## config.mk

```make
export PLATFORM = sky130hd
export DESIGN_NAME = id_ex_stage
export DESIGN_NICKNAME = d
export VERILOG_FILES = /design/src/rtl/pipeline_pkg.sv /design/src/rtl/hazard_unit.sv /design/src/rtl/id_ex_stage.sv
export SDC_FILE = /design/constraint.sdc
export NUM_CORES = 1
export LEC_CHECK = 0
export BUFFER_PORTS_ARGS = -buffer_cell sky130_fd_sc_hd__buf_2
export CAP_MARGIN = 15
export CELL_PAD_IN_SITES_DETAIL_PLACEMENT = 0
export CELL_PAD_IN_SITES_GLOBAL_PLACEMENT = 1
export CORE_UTILIZATION = 35
export CTS_CLUSTER_DIAMETER = 150
export DETAILED_ROUTE_END_ITERATION = 8
export PLACE_DENSITY = 0.82
export SYNTH_ARGS = -nofsm -noshare
export SYNTH_HDL_FRONTEND = slang
export SYNTH_SLANG_ARGS = --single-unit
```

## constraint.sdc

```tcl
create_clock -name clk -period 5.95 [get_ports clk]
set_input_delay 0.2975 -clock clk [delete_from_list [all_inputs] [get_ports clk]]
set_output_delay 0.2975 -clock clk [all_outputs]
set_load 0.01 [all_outputs]
```

## src/rtl/pipeline_pkg.sv

```systemverilog
// Shared pipeline definitions: forwarding selects, bubble constants,
// the ID/EX bundle and the register-match helper.
package pipeline_pkg;

  localparam int CTRL_W_DEF = 16;

  localparam logic [1:0] FWD_RF  = 2'd0;
  localparam logic [1:0] FWD_MEM = 2'd1;
  localparam logic [1:0] FWD_WB  = 2'd2;

  localparam logic [CTRL_W_DEF-1:0] CTRL_BUBBLE = '0;

  typedef struct packed {
    logic        valid;
    logic [31:0] pc;
    logic [4:0]  rs;
    logic [4:0]  rt;
    logic [4:0]  dst;
    logic        reg_write;
    logic        mem_read;
    logic [31:0] rs_data;
    logic [31:0] rt_data;
    logic [31:0] imm;
    logic [1:0]  fwd_a;
    logic [1:0]  fwd_b;
  } id_ex_t;

  localparam id_ex_t ID_EX_BUBBLE = '0;

  // $0 is hard-wired, so a write to it never produces a value
  function automatic logic reg_hit(
    input logic       wr,
    input logic [4:0] dst,
    input logic [4:0] src
  );
    return wr && (dst != 5'd0) && (dst == src);
  endfunction

  function automatic logic [1:0] fwd_sel(
    input logic ex_hit,
    input logic mem_hit
  );
    logic [1:0] s;
    s = FWD_RF;
    if (ex_hit)
      s = FWD_MEM;
    else if (mem_hit)
      s = FWD_WB;
    return s;
  endfunction

endpackage

```

## src/rtl/hazard_unit.sv

```systemverilog
// Combinational load-use detection and next-cycle forward selects
// for the instruction currently in ID.
module hazard_unit
  import pipeline_pkg::*;
(
  input  logic       ex_valid,
  input  logic       ex_reg_write,
  input  logic       ex_mem_read,
  input  logic [4:0] ex_dst,
  input  logic       id_valid,
  input  logic [4:0] id_rs,
  input  logic [4:0] id_rt,
  input  logic       id_uses_rs,
  input  logic       id_uses_rt,
  input  logic [4:0] mem_dst,
  input  logic       mem_reg_write,
  output logic       load_use,
  output logic [1:0] fwd_a_next,
  output logic [1:0] fwd_b_next
);

  logic ex_wr;
  logic ex_ld;
  logic rs_dep;
  logic rt_dep;

  assign ex_wr = ex_valid & ex_reg_write;
  assign ex_ld = ex_valid & ex_mem_read;

  assign rs_dep = id_uses_rs & reg_hit(ex_ld, ex_dst, id_rs);
  assign rt_dep = id_uses_rt & reg_hit(ex_ld, ex_dst, id_rt);

  assign load_use = id_valid & (rs_dep | rt_dep);

  assign fwd_a_next = fwd_sel(
    reg_hit(ex_wr, ex_dst, id_rs),
    reg_hit(mem_reg_write, mem_dst, id_rs)
  );

  assign fwd_b_next = fwd_sel(
    reg_hit(ex_wr, ex_dst, id_rt),
    reg_hit(mem_reg_write, mem_dst, id_rt)
  );

endmodule

```

## src/rtl/id_ex_stage.sv

```systemverilog
// ID/EX pipeline register with load-use bubble insertion,
// registered forward selects and a saturating stall counter.
module id_ex_stage
  import pipeline_pkg::*;
#(
  parameter int CTRL_W = CTRL_W_DEF,
  parameter int CNT_W  = 32
) (
  input  logic              clk,
  input  logic              reset,
  input  logic              hold,
  input  logic              flush,
  input  logic              id_valid,
  input  logic [31:0]       id_pc,
  input  logic [4:0]        id_rs,
  input  logic [4:0]        id_rt,
  input  logic [4:0]        id_dst,
  input  logic              id_uses_rs,
  input  logic              id_uses_rt,
  input  logic              id_reg_write,
  input  logic              id_mem_read,
  input  logic [31:0]       id_rs_data,
  input  logic [31:0]       id_rt_data,
  input  logic [31:0]       id_imm,
  input  logic [CTRL_W-1:0] id_ctrl,
  input  logic [4:0]        mem_dst,
  input  logic              mem_reg_write,
  output logic              ex_valid,
  output logic [31:0]       ex_pc,
  output logic [4:0]        ex_rs,
  output logic [4:0]        ex_rt,
  output logic [4:0]        ex_dst,
  output logic              ex_reg_write,
  output logic              ex_mem_read,
  output logic [31:0]       ex_rs_data,
  output logic [31:0]       ex_rt_data,
  output logic [31:0]       ex_imm,
  output logic [CTRL_W-1:0] ex_ctrl,
  output logic [1:0]        ex_fwd_a,
  output logic [1:0]        ex_fwd_b,
  output logic              id_stall,
  output logic [CNT_W-1:0]  stall_count
);

  id_ex_t            ex_q, ex_d;
  logic [CTRL_W-1:0] ctrl_q, ctrl_d;
  logic [CNT_W-1:0]  cnt_q, cnt_d;

  logic       load_use;
  logic [1:0] fwd_a_next;
  logic [1:0] fwd_b_next;

  hazard_unit u_hazard (
    .ex_valid      (ex_q.valid),
    .ex_reg_write  (ex_q.reg_write),
    .ex_mem_read   (ex_q.mem_read),
    .ex_dst        (ex_q.dst),
    .id_valid      (id_valid),
    .id_rs         (id_rs),
    .id_rt         (id_rt),
    .id_uses_rs    (id_uses_rs),
    .id_uses_rt    (id_uses_rt),
    .mem_dst       (mem_dst),
    .mem_reg_write (mem_reg_write),
    .load_use      (load_use),
    .fwd_a_next    (fwd_a_next),
    .fwd_b_next    (fwd_b_next)
  );

  assign id_stall = load_use & ~flush & ~hold;

  always_comb begin
    ex_d   = ID_EX_BUBBLE;
    ctrl_d = CTRL_W'(CTRL_BUBBLE);
    cnt_d  = cnt_q;
    priority case (1'b1)
      flush: begin
      end
      load_use: begin
        if (cnt_q != '1)
          cnt_d = cnt_q + CNT_W'(1);
      end
      default: begin
        ex_d.valid     = id_valid;
        ex_d.pc        = id_pc;
        ex_d.rs        = id_rs;
        ex_d.rt        = id_rt;
        ex_d.dst       = id_dst;
        ex_d.reg_write = id_reg_write;
        ex_d.mem_read  = id_mem_read;
        ex_d.rs_data   = id_rs_data;
        ex_d.rt_data   = id_rt_data;
        ex_d.imm       = id_imm;
        ex_d.fwd_a     = fwd_a_next;
        ex_d.fwd_b     = fwd_b_next;
        ctrl_d         = id_ctrl;
      end
    endcase
  end

  // hold freezes everything, including the stall counter
  always_ff @(posedge clk) begin
    if (reset) begin
      ex_q   <= ID_EX_BUBBLE;
      ctrl_q <= '0;
      cnt_q  <= '0;
    end else if (!hold) begin
      ex_q   <= ex_d;
      ctrl_q <= ctrl_d;
      cnt_q  <= cnt_d;
    end
  end

  assign ex_valid     = ex_q.valid;
  assign ex_pc        = ex_q.pc;
  assign ex_rs        = ex_q.rs;
  assign ex_rt        = ex_q.rt;
  assign ex_dst       = ex_q.dst;
  assign ex_reg_write = ex_q.reg_write;
  assign ex_mem_read  = ex_q.mem_read;
  assign ex_rs_data   = ex_q.rs_data;
  assign ex_rt_data   = ex_q.rt_data;
  assign ex_imm       = ex_q.imm;
  assign ex_ctrl      = ctrl_q;
  assign ex_fwd_a     = ex_q.fwd_a;
  assign ex_fwd_b     = ex_q.fwd_b;
  assign stall_count  = cnt_q;

endmodule

```

==> flow_metrics.tcl <==
set metrics [dict create \
    status "complete, no violations" \
    dpl_worst_slack_ps 2830 \
    syn_to_final_growth_pct 37.3 \
    die_area_um2 20600 \
    io_buffers 372 \
    cts_resized 0 \
    first_global_vias 5944 \
    floorplan.rows 51 \
    core_area_um2 19500 \
    cts_buffers 17 \
    fin_nets 1164 \
    slew_headroom 0.289 \
    yosysTopAreaCellShare 0.566 \
    cts_htree_levels 4 \
    reg2reg_to "ex_rs[3]" \
    layout_commonest_cell "buf_2" \
    yosys.area.top_type "dfxtp_1" \
    gp_congestion 0.839 \
    drive_gt1_frac 0.424 \
    io_pins 373 \
    fin_crit_sh 0.535 \
    cp.depth 7 \
    postCtsHoldBufs 0 \
    critPathKind "reg -> reg" \
    fin_crit_ps 3180 \
    slowest_delay_ps 780 \
    cp_max_fo 82 \
    crit_path_end_kind "flip-flop" \
    synthesis.nets 819 \
    slowest_stage "and2_4" \
    syn_avg_cell_area_um2 10.9 \
    min_path_type "in -> reg" \
    tns_ps 0 \
    reg2regPathDepth 7 \
    crit-reg2reg-launch "ex_dst[4]" \
    critical_path.startpoint "ex_dst[4]" \
    root_buffer "clkbuf_16" \
    final_cell_mix "buf_2, dfxtp_1, a22o_1" \
    via_per_inst 5.04 \
    track_usage 0.223 \
    antenna_found_initial 3 \
    place_inst 1235 \
    yosys_warnings 0 \
    instances_no_fill 1269 \
    pwr_density_cell_nw_per_um2 286 \
    cap_violations 0 \
    cts_tree "yes" \
    place_hpwl_um 17500 \
    drt-initial-drc-count 404 \
    drt-pass1-iter-count 5 \
    tightestPinTransition_ps 1070 \
    netlist_instances 644 \
    crit_chain "xnor2_1 > nand3_1 > nor2_1 > o211ai_1 > and2_4 > buf_4 > a22o_1" \
    cp.required_ps 6320 \
    grt_pass1_wl_um 34400 \
    worstPathArrival_ps 3560 \
    postCtsSetupBuffers 0 \
    drc 0 \
    path_clk_slew_ps 80 \
    grt_setup_unrepaired "false" \
    synth.ff_latch_count 198 \
    start_util 0.359 \
    die_x_um 143 \
    via_count 6397 \
    hold_viol_final 0 \
    cts_sinks 198 \
    endpoint "ex_rs[3]" \
    cts_max_path_buffers 2 \
    cp-start-kind "flip-flop" \
    synth_cell_types 34 \
    detail-route-antenna-nets 0 \
    grt_overflow 0 \
    peakVddDrop_mv 0.174 \
    wl_per_cell_um 18.6 \
    synth.area.top_cells "dfxtp_1, a22o_1, clkbuf_1, mux2_2, xnor2_1" \
    critPathBufInv 1 \
    cp_top_family "simple AND/OR/NAND/NOR gates" \
    wl_um 23600 \
    rrSetupSlack_ps 2770 \
    clk_latency_ps 430 \
    leakagePower_nw 4.55 \
    synthesis.area_um2 7010 \
    chipHeight_um 143 \
    timing.final.ws_setup_ps 2770 \
    max_freq_mhz 314 \
    grt_max_degree 101 \
    drv_slew 0 \
    finClkSkew_ps 12.5 \
    seq_area_frac_synth 0.566 \
    setup_viol 0 \
]
-- per-stage QoR --
step,area (um^2),hold WS [ps],utilization,power (mW)
global route,9620,53.4,0.493,2.85
global placement,9040,433,0.463,1.66
floorplan,7010,430,-,1.53
detailed placement,9040,447,0.463,1.66
finish,9620,76.7,0.493,2.75
CTS,9610,52.2,0.492,2.77
-- state kept, by name, indices dropped and copies added (netlist names) --
register / cells
ex_rt_data: 32
ex_mem_read: 1
ex_dst: 5
ex_ctrl: 16
ex_fwd_b: 2
stall_count: 32
ex_valid: 1
ex_fwd_a: 2
ex_pc: 32
ex_rs_data: 32
ex_reg_write: 1
ex_rt: 5
ex_imm: 32
ex_rs: 5
-- per-layer routing --
layer | vias to the layer above | part of all wire | track usage
met4 | 0 | 0.017 | 0.0739
met2 | 224 | 0.49 | 0.360
li1 | 3118 | - | -
met1 | 3036 | 0.43 | 0.279
met5 | - | 0 | 0
met3 | 19 | 0.071 | 0.0746
-- logic make-up (layout without fill, tap and decap cells) --
group,after synthesis,in the layout,synth area share
xor+xnor,21,21,0.0263
mux,13,13,0.0209
simple gates,145,145,0.111
other cells,0,2,0
flops,198,198,0.566
compound gates,209,209,0.242
fa+ha+maj,1,1,0.00179
buf+inv,57,415,0.0323
-- worst register-to-register path: cells and delay by family (launching register included) --
family | cells | cell delay [ps]
simple gates | 3 | 1010
buf+inv | 1 | 850
compound gates | 2 | 620
flops | 1 | 520
xor+xnor | 1 | 130
-- final cells by class --
type                            count  area [um^2]
Tap cell                          265          332
Multi-Input combinational cell    389         2830
Timing Repair Buffer              376         1890
Sequential cell                   198         3960
Clock buffer                       18          439
Inverter                            7         26.3
Clock inverter                     14          130
Antenna cell                        2         5.00
Fill cell                        1853         9910
-- report_power, final --
part           leakage [nW]  total (mW)  switching (mW)  internal (mW)
clock network         0.283        1.12           0.555          0.567
logic                  2.65       0.234           0.121          0.113
registers              1.61        1.39          0.0274           1.37
total                  4.55        2.75           0.704           2.05
-- cell usage after synthesis (all sizes together) --
master	number
dfxtp	198
or4	9
a21o	1
a32oi	1
or3	10
and3	6
nor3	4
o21ai	15
nor3b	1
nand4b	1
o31ai	7
a21oi	18
o41ai	3
a22o	161
buf	10
inv	7
nor2	32
clkbuf	40
or4b	1
nand2	26
nand3	14
and4	4
nor4b	3
nor4bb	1
o211ai	2
o2111ai	1
xnor2	14
and2	1
nor2b	12
nor4	11
nand4	9
ha	1
mux2	13
xor2	7
-- how the worst min path moves through the flow --
stage	from	to	slack, ps	depth (start not counted)
after floorplan	id_dst[0]	ex_dst[0]	430	1
after global placement	ex_fwd_a[0]	ex_fwd_a[0]	430	2
after detailed placement	ex_fwd_a[1]	ex_fwd_a[1]	450	2
after CTS	id_ctrl[2]	ex_ctrl[2]	50	2
after global routing	id_ctrl[5]	ex_ctrl[5]	50	2
final	id_ctrl[2]	ex_ctrl[2]	80	2
Note: power is estimated with default switching activity, not from simulation.
